**src/rtl/psram_sched.sv**
```systemverilog
// Round-robin scheduler serialising config and memory requests onto the PSRAM core's start/done port.
// All outputs registered; enforces a programmable idle gap after each transaction.
module psram_sched #(
  parameter int CPH_WIDTH = 4
) (
  input  logic                 clk_i,
  input  logic                 rst_i,
  input  logic                 en_i,
  input  logic [CPH_WIDTH-1:0] cph_i,
  input  logic                 cfg_req_i,
  input  logic                 cfg_wr_i,
  input  logic [7:0]           cfg_ma_i,
  input  logic [7:0]           cfg_wdata_i,
  output logic                 cfg_gnt_o,
  output logic                 cfg_done_o,
  output logic [7:0]           cfg_rdata_o,
  input  logic                 mem_req_i,
  input  logic                 mem_wr_i,
  input  logic [23:0]          mem_addr_i,
  input  logic [31:0]          mem_wdata_i,
  output logic                 mem_gnt_o,
  output logic                 mem_done_o,
  output logic [31:0]          mem_rdata_o,
  output logic                 core_start_o,
  output logic                 core_cflg_o,
  output logic                 core_wr_o,
  output logic [23:0]          core_addr_o,
  output logic [31:0]          core_wdata_o,
  input  logic                 core_done_i,
  input  logic [31:0]          core_rdata_i,
  output logic                 busy_o
);

  typedef enum logic [1:0] {
    S_IDLE  = 2'd0,
    S_ISSUE = 2'd1,
    S_WAIT  = 2'd2,
    S_GAP   = 2'd3
  } state_e;

  state_e               state_q, state_d;
  logic                 fav_mem_q, fav_mem_d;
  logic [CPH_WIDTH-1:0] gap_q, gap_d;
  logic                 cfg_gnt_q, cfg_gnt_d;
  logic                 mem_gnt_q, mem_gnt_d;
  logic                 cfg_done_q, cfg_done_d;
  logic                 mem_done_q, mem_done_d;
  logic                 start_q, start_d;
  logic                 cflg_q, cflg_d;
  logic                 wr_q, wr_d;
  logic [23:0]          addr_q, addr_d;
  logic [31:0]          wdata_q, wdata_d;
  logic [7:0]           cfg_rdata_q, cfg_rdata_d;
  logic [31:0]          mem_rdata_q, mem_rdata_d;
  logic                 pick_cfg;

  always_comb begin
    state_d     = state_q;
    fav_mem_d   = fav_mem_q;
    gap_d       = gap_q;
    cfg_gnt_d   = 1'b0;
    mem_gnt_d   = 1'b0;
    cfg_done_d  = 1'b0;
    mem_done_d  = 1'b0;
    start_d     = 1'b0;
    cflg_d      = cflg_q;
    wr_d        = wr_q;
    addr_d      = addr_q;
    wdata_d     = wdata_q;
    cfg_rdata_d = cfg_rdata_q;
    mem_rdata_d = mem_rdata_q;
    // cfg wins unless mem is also asking and it is mem's turn
    pick_cfg    = cfg_req_i && !(mem_req_i && fav_mem_q);

    case (state_q)
      S_IDLE: begin
        if (en_i && (cfg_req_i || mem_req_i)) begin
          cflg_d    = pick_cfg;
          wr_d      = pick_cfg ? cfg_wr_i : mem_wr_i;
          addr_d    = pick_cfg ? {16'd0, cfg_ma_i} : mem_addr_i;
          wdata_d   = pick_cfg ? {24'd0, cfg_wdata_i} : mem_wdata_i;
          cfg_gnt_d = pick_cfg;
          mem_gnt_d = !pick_cfg;
          start_d   = 1'b1;
          state_d   = S_ISSUE;
        end
      end
      S_ISSUE: begin
        state_d = S_WAIT;
      end
      S_WAIT: begin
        if (core_done_i) begin
          if (!wr_q) begin
            if (cflg_q) cfg_rdata_d = core_rdata_i[7:0];
            else        mem_rdata_d = core_rdata_i;
          end
          cfg_done_d = cflg_q;
          mem_done_d = !cflg_q;
          fav_mem_d  = cflg_q;
          gap_d      = cph_i;
          state_d    = (cph_i == '0) ? S_IDLE : S_GAP;
        end
      end
      S_GAP: begin
        gap_d = gap_q - CPH_WIDTH'(1);
        if (gap_q <= CPH_WIDTH'(1)) state_d = S_IDLE;
      end
      default: begin
        state_d = S_IDLE;
      end
    endcase
  end

  always_ff @(posedge clk_i or posedge rst_i) begin
    if (rst_i) begin
      state_q     <= S_IDLE;
      fav_mem_q   <= 1'b0;
      gap_q       <= '0;
      cfg_gnt_q   <= 1'b0;
      mem_gnt_q   <= 1'b0;
      cfg_done_q  <= 1'b0;
      mem_done_q  <= 1'b0;
      start_q     <= 1'b0;
      cflg_q      <= 1'b0;
      wr_q        <= 1'b0;
      addr_q      <= '0;
      wdata_q     <= '0;
      cfg_rdata_q <= '0;
      mem_rdata_q <= '0;
    end else begin
      state_q     <= state_d;
      fav_mem_q   <= fav_mem_d;
      gap_q       <= gap_d;
      cfg_gnt_q   <= cfg_gnt_d;
      mem_gnt_q   <= mem_gnt_d;
      cfg_done_q  <= cfg_done_d;
      mem_done_q  <= mem_done_d;
      start_q     <= start_d;
      cflg_q      <= cflg_d;
      wr_q        <= wr_d;
      addr_q      <= addr_d;
      wdata_q     <= wdata_d;
      cfg_rdata_q <= cfg_rdata_d;
      mem_rdata_q <= mem_rdata_d;
    end
  end

  assign cfg_gnt_o    = cfg_gnt_q;
  assign mem_gnt_o    = mem_gnt_q;
  assign cfg_done_o   = cfg_done_q;
  assign mem_done_o   = mem_done_q;
  assign cfg_rdata_o  = cfg_rdata_q;
  assign mem_rdata_o  = mem_rdata_q;
  assign core_start_o = start_q;
  assign core_cflg_o  = cflg_q;
  assign core_wr_o    = wr_q;
  assign core_addr_o  = addr_q;
  assign core_wdata_o = wdata_q;
  assign busy_o       = (state_q != S_IDLE);

endmodule

```
**config.mk**
```make
export PLATFORM = sky130hd
export DESIGN_NAME = psram_sched
export DESIGN_NICKNAME = d
export VERILOG_FILES = /design/src/rtl/psram_sched.sv
export SDC_FILE = /design/constraint.sdc
export NUM_CORES = 1
export LEC_CHECK = 0
export BUFFER_PORTS_ARGS = -buffer_cell sky130_fd_sc_hd__buf_2
export CAP_MARGIN = 20
export CORE_ASPECT_RATIO = 1.25
export CORE_MARGIN = 2
export CORE_UTILIZATION = 37
export CTS_CLUSTER_SIZE = 25
export DETAILED_ROUTE_END_ITERATION = 8
export PLACE_DENSITY = 0.68
export SKIP_CTS_REPAIR_TIMING = 1
export SYNTH_ARGS = -nofsm -noshare
export SYNTH_HDL_FRONTEND = slang
export SYNTH_SLANG_ARGS = --single-unit
```
**constraint.sdc**
```tcl
create_clock -name clk_i -period 5.8 [get_ports clk_i]
set_clock_uncertainty 0.1 [all_clocks]
set_input_delay 0.29 -clock clk_i [delete_from_list [all_inputs] [get_ports clk_i]]
set_output_delay 0.29 -clock clk_i [all_outputs]
set_load 0.1 [all_outputs]
```
==> run metrics, run 1 <==
outcome finished, violations left; failing checks negative hold slack; FMAX around 0.42 GHz; ys flop type dfrtp_1; layout overhead on the synthesized area 35.34%; R2R Path Start state_q[0]; vias in the first global route 3374; final hold viol count 58; Starting DRT DRC Count 180; die area around 0.012 mm²; r2r setup slk between 3000 and 4000 ps; final net count 631; share of post-route cells with drive strength above 1 0.5309; Final Max Tran Viols 0; Post-Syn Nets 418; top cell type's share of synthesized area 0.6495; worst slew pin tran around 1100 ps; largest area contributor in the netlist dfrtp_1; critical path required time ~6000 ps; Cell Area, Synth about 0.0042 mm²; Avg Inst Size Synth roughly 14 µm²; CTS tree done; Die Ht ~120 µm; latest clock arrival within the worst-skew pair roughly 330 ps; register area share after synthesis 0.6495; WS Path Type reg -> reg; Post-Place Worst Slack around 3400 ps; Vias approximately 3300; Post-synth top cells dfrtp_1, a22o_1, mux2_2; Synth async-reset ratio 1.000; RSZ-0062 raised after global routing no; antenna violations before repair 0; routability cong. about 0.81; Top-Level Pins 220; antenna fix cells 0; # DRC 0; Post-synth EDFFs 0; crit share post-route 0.4144; setup ws final 3397 ps; maximum buffer depth of the clock tree 2; top post-synthesis cells by area dfrtp_1, a22o_1, mux2_2, a222oi_1, mux2_1; Global Route Usage Sum 0.1633; crit end category register; hpwl dp 7.603 mm; CTS Buf Count 9; DRT Pass-1 Iters 8; Vias per Instance 5.095; CTS sink count 110; most common cell in the netlist dfrtp_1; Synth warnings 0; Port Buffers between 200 and 250; Antenna Nets Post-Route 0; # setup viols final 0; H-tree Lvls 3; Critical Path Start Type register; minimum clock period around 2400 ps; first-pass GRT wire length around 16 mm; hold_ws -33.90 ps; CP arrival between 2000 and 3000 ps; max_slew headroom 0.2702; Initial Util 0.3805; Routed WL about 10 mm; class of the worst hold path in -> async; Post-Synthesis Cells 300; Overflow after GRT 0; Core Area ~0.011 mm²; clk root buf clkbuf_16; # rows 43; Setup TNS 0 ps; #FFs+latches synth 110; WL per Instance between 15 and 20 µm; Yosys cell types 34; Reg2Reg Depth 4; die width approximately 100 µm; Max Cap Violations 0; largest net degree at the start of global routing 60; Reg clk slew, reported paths 70 ps; CP max FO 59; R2R Path End core_wdata_o[6]; fillcell total approximately 1000
-- routing by layer --
metal  global-route usage  share of wire  wire length [µm]  up-vias
li1                     -              -                 -     1529
met1               0.2038           0.41              4161     1627
met2               0.2724           0.50              5134      151
met3              0.04209          0.069               711       20
met4              0.06592          0.025               260        0
met5                    0              0                 0        -
-- critical path, stage by stage (launching register included) --
cell	delay [ps]
dfrtp_1	510
nor3b_2	360
and3_2	980
a222oi_1	280
inv_1	110
-- registers in the layout, summed over array words and instances, names as in the netlist, 2 cells and up --
name	flops
state_q	2
cfg_rdata_o	8
core_wdata_o	32
gap_q	4
mem_rdata_o	32
core_addr_o	24
-- stage by stage --
step | instance area (µm²) | cells | utilization | hold slack [ps]
finish | 5736 | 653 | 0.5150 | -33.90
detailed placement | 5426 | 637 | 0.4872 | 362.4
global placement | 5426 | 637 | 0.4872 | 358.0
CTS | 5736 | 653 | 0.5150 | -5.931
floorplan | 4238 | 300 | - | 315.3
global route | 5736 | 653 | 0.5150 | 33.02
-- area by class of cell --
cell class,instances,area [µm²],share of cell area
Clock buffer,10,239.0,0.04167
Clock inverter,6,70.07,0.01222
Inverter,24,92.59,0.01614
Multi-Input combinational cell,146,1294,0.2256
Sequential cell,110,2753,0.4799
Tap cell,135,168.9,0.02945
Timing Repair Buffer,222,1119,0.1950
-- placed cells by master, fill, tap and decap left out, drive strengths merged, types with 2 or more instances in the layout --
cell type	n
buf	222
dfrtp	110
a22o	40
mux2	40
inv	25
a222oi	17
clkbuf	10
nor2	7
nand2	6
o21ai	6
nand3	5
a21oi	4
o22ai	3
ha	2
clkinvlp	2
and3	2
nor3	2
clkinv	2
-- worst max-delay path by stage --
stage	start	endpoint	slack, ps	cells after the start
final	state_q[0]	core_wdata_o[6]	3400	4
after global routing	state_q[1]	core_wdata_o[6]	3180	4
after CTS	state_q[0]	core_wdata_o[6]	3360	4
after detailed placement	state_q[0]	core_wdata_o[6]	3350	4
after global placement	state_q[0]	mem_rdata_o[1]	3460	5
after floorplan	rst_i	cfg_done_o	2510	1
-- logic make-up (layout without fill, tap and decap cells) --
family,after synthesis,in the layout,share of synthesized area
flip-flops,110,110,0.6495
AND/OR/NAND/NOR,27,27,0.03632
buffers and inverters,44,262,0.04813
adder cells (fa/ha/maj),2,2,0.005904
multiplexers,40,40,0.1063
AO/OA/AOI/OAI,77,77,0.1538
Power of run 1 is left out: the tool's default activity adds up to more than one toggle a clock period on the data nets, which glitch-free logic cannot reach.
==> run 2, diff against run 1 <==
clock period = 2.4 ns   (was 5.8 ns; I/O delays follow)
==> run 2 against run 1 <==
Effect of this change: the run now ends clean; setup slack got worse by 3100 ps; critical path depth unchanged; largest cell class unchanged; die area stayed put; flip-flop and latch count unchanged; wire length rose by 25%; clock-buffer cell count grew 1; global-route usage increased by 0.33 points; cell count up 17%; register-to-register slack worse by 3100 ps.
==> run metrics, run 2 (synthesis gave the netlist of run 1 again) <==
outcome finished, final reports clean; Post-Place Worst Slack 323.5 ps (-3028 ps); first-pass GRT wire length 16.12 mm (+1.3%); largest net degree at the start of global routing 60 (unchanged); # setup viols final 0 (unchanged); hold path startpoint en_i; Vias 3811 (+15%); CP max FO 34 (-42%); Reg clk slew, reported paths 70 ps (about the same); # DRC 0 (unchanged); Port Buffers 219 (unchanged); # rows 43 (unchanged); H-tree Lvls 3 (unchanged); hpwl dp 7.596 mm (about the same); Starting DRT DRC Count 217 (+21%); Reg2Reg Depth 4 (unchanged); Setup TNS 0 ps (unchanged); final core utilization 0.6140 (+0.09898); Routed WL 12.81 mm (+25%); critical path required time 2570 ps (-3400 ps); crit end category register; worst setup path startpoint state_q[0]; Top-Level Pins 220 (unchanged); class of the worst hold path in -> reg; worst slew pin tran 735.6 ps (-359.0 ps); max_slew headroom 0.5077 (+0.2375); FMAX 0.4727 GHz (+14%); Antenna Nets Post-Route 0 (unchanged); most common cell after layout, fill and taps aside buf_2; clk root buf clkbuf_16; crit share post-route 0.8814 (+0.4670); Final Max Tran Viols 0 (unchanged); WL per Instance 16.79 µm (+6.8%); CTS Buf Count 9 (unchanged); Overflow after GRT 0 (unchanged); Die Ht 123.7 µm (unchanged); Max Cap Violations 0 (unchanged); antenna violations before repair 0 (unchanged); setup ws final 284.6 ps (-3112 ps); antenna fix cells 0 (unchanged); latest clock arrival within the worst-skew pair 340 ps (about the same); commonest non-fill, non-tap cells in the layout buf_2, dfrtp_1, dlygate4sd3_1, a22o_1, mux2_2; vias in the first global route 3312 (-1.8%); Vias per Instance 4.995 (-2.0%); routability cong. 0.8086 (about the same); Critical Path Start Type register; DRT Pass-1 Iters 9 (+1); Global Route Usage Sum 0.1666 (+0.003311); layout overhead on the synthesized area 61.35%; share of post-route cells with drive strength above 1 0.4395 (-0.09140); WS Path Type reg -> reg; final net count 741 (+17%); die width 99.72 µm (unchanged); maximum buffer depth of the clock tree 2 (unchanged); RSZ-0062 raised after global routing no; CP arrival 2280 ps (-290 ps); Initial Util 0.3805 (unchanged); R2R Path Start state_q[0]; die area 0.01233 mm² (unchanged); Hold Crit Depth 3; final hold viol count 0 (-100%); CTS tree done; Core Area 0.01114 mm² (unchanged); minimum clock period 2115 ps (-287.9 ps); CTS sink count 110 (unchanged)
## run 2: cell count changes in the layout (fill, tap and decap cells not counted), sizes merged
| cell | change |
|---|---|
| dlygate4sd3 | +107 |
| clkinvlp | +1 |
| buf | +3 |
| clkinv | -1 |
| inv | -1 |
| clkbuf | +1 |
## run 2: worst paths after layout
kind,end,slack [ps]
worst max-delay path,core_addr_o[10],280
worst min-delay path,state_q[1],10
worst max register to register,core_addr_o[10],280
worst min register to register,mem_rdata_o[27],380
max in group asynchronous,core_wdata_o[10],1170
min in group asynchronous,core_wdata_o[23],300
## run 2: layout make-up
cell class / instances / area (µm²)
fill: 863 / 4299
sequential: 110 / 2753
timing repair buffer: 332 / 2237
multi-input combinational: 146 / 1294
clock buffer: 11 / 232.7
tap: 135 / 168.9
inverter: 24 / 93.84
clock inverter: 5 / 58.81
## run 2: per-stage QoR
step / std cells / area [µm²] / hold WS (ps)
6_report: 763 / 6838 / 13.43
5_1_grt: 763 / 6838 / 33.64
3_5_place_dp: 640 / 5475 / 85.74
4_1_cts: 656 / 5767 / -276.7
2_1_floorplan: 300 / 4242 / 145.3
3_3_place_gp: 640 / 5475 / 87.68
## run 2: worst max-delay path, cell delays in order (launching register included)
cell     delay (ps)
dfrtp_1         520
nor3b_2         370
and3_2          600
buf_12          270
a22o_1          170
## run 2: per-layer routing
layer | GRT usage | part of all wire
met1 | 0.2068 | 0.37
met2 | 0.2872 | 0.55
met3 | 0.03311 | 0.060
met4 | 0.06592 | 0.014
met5 | 0 | 0
Power of run 2 is left out for the same reason.
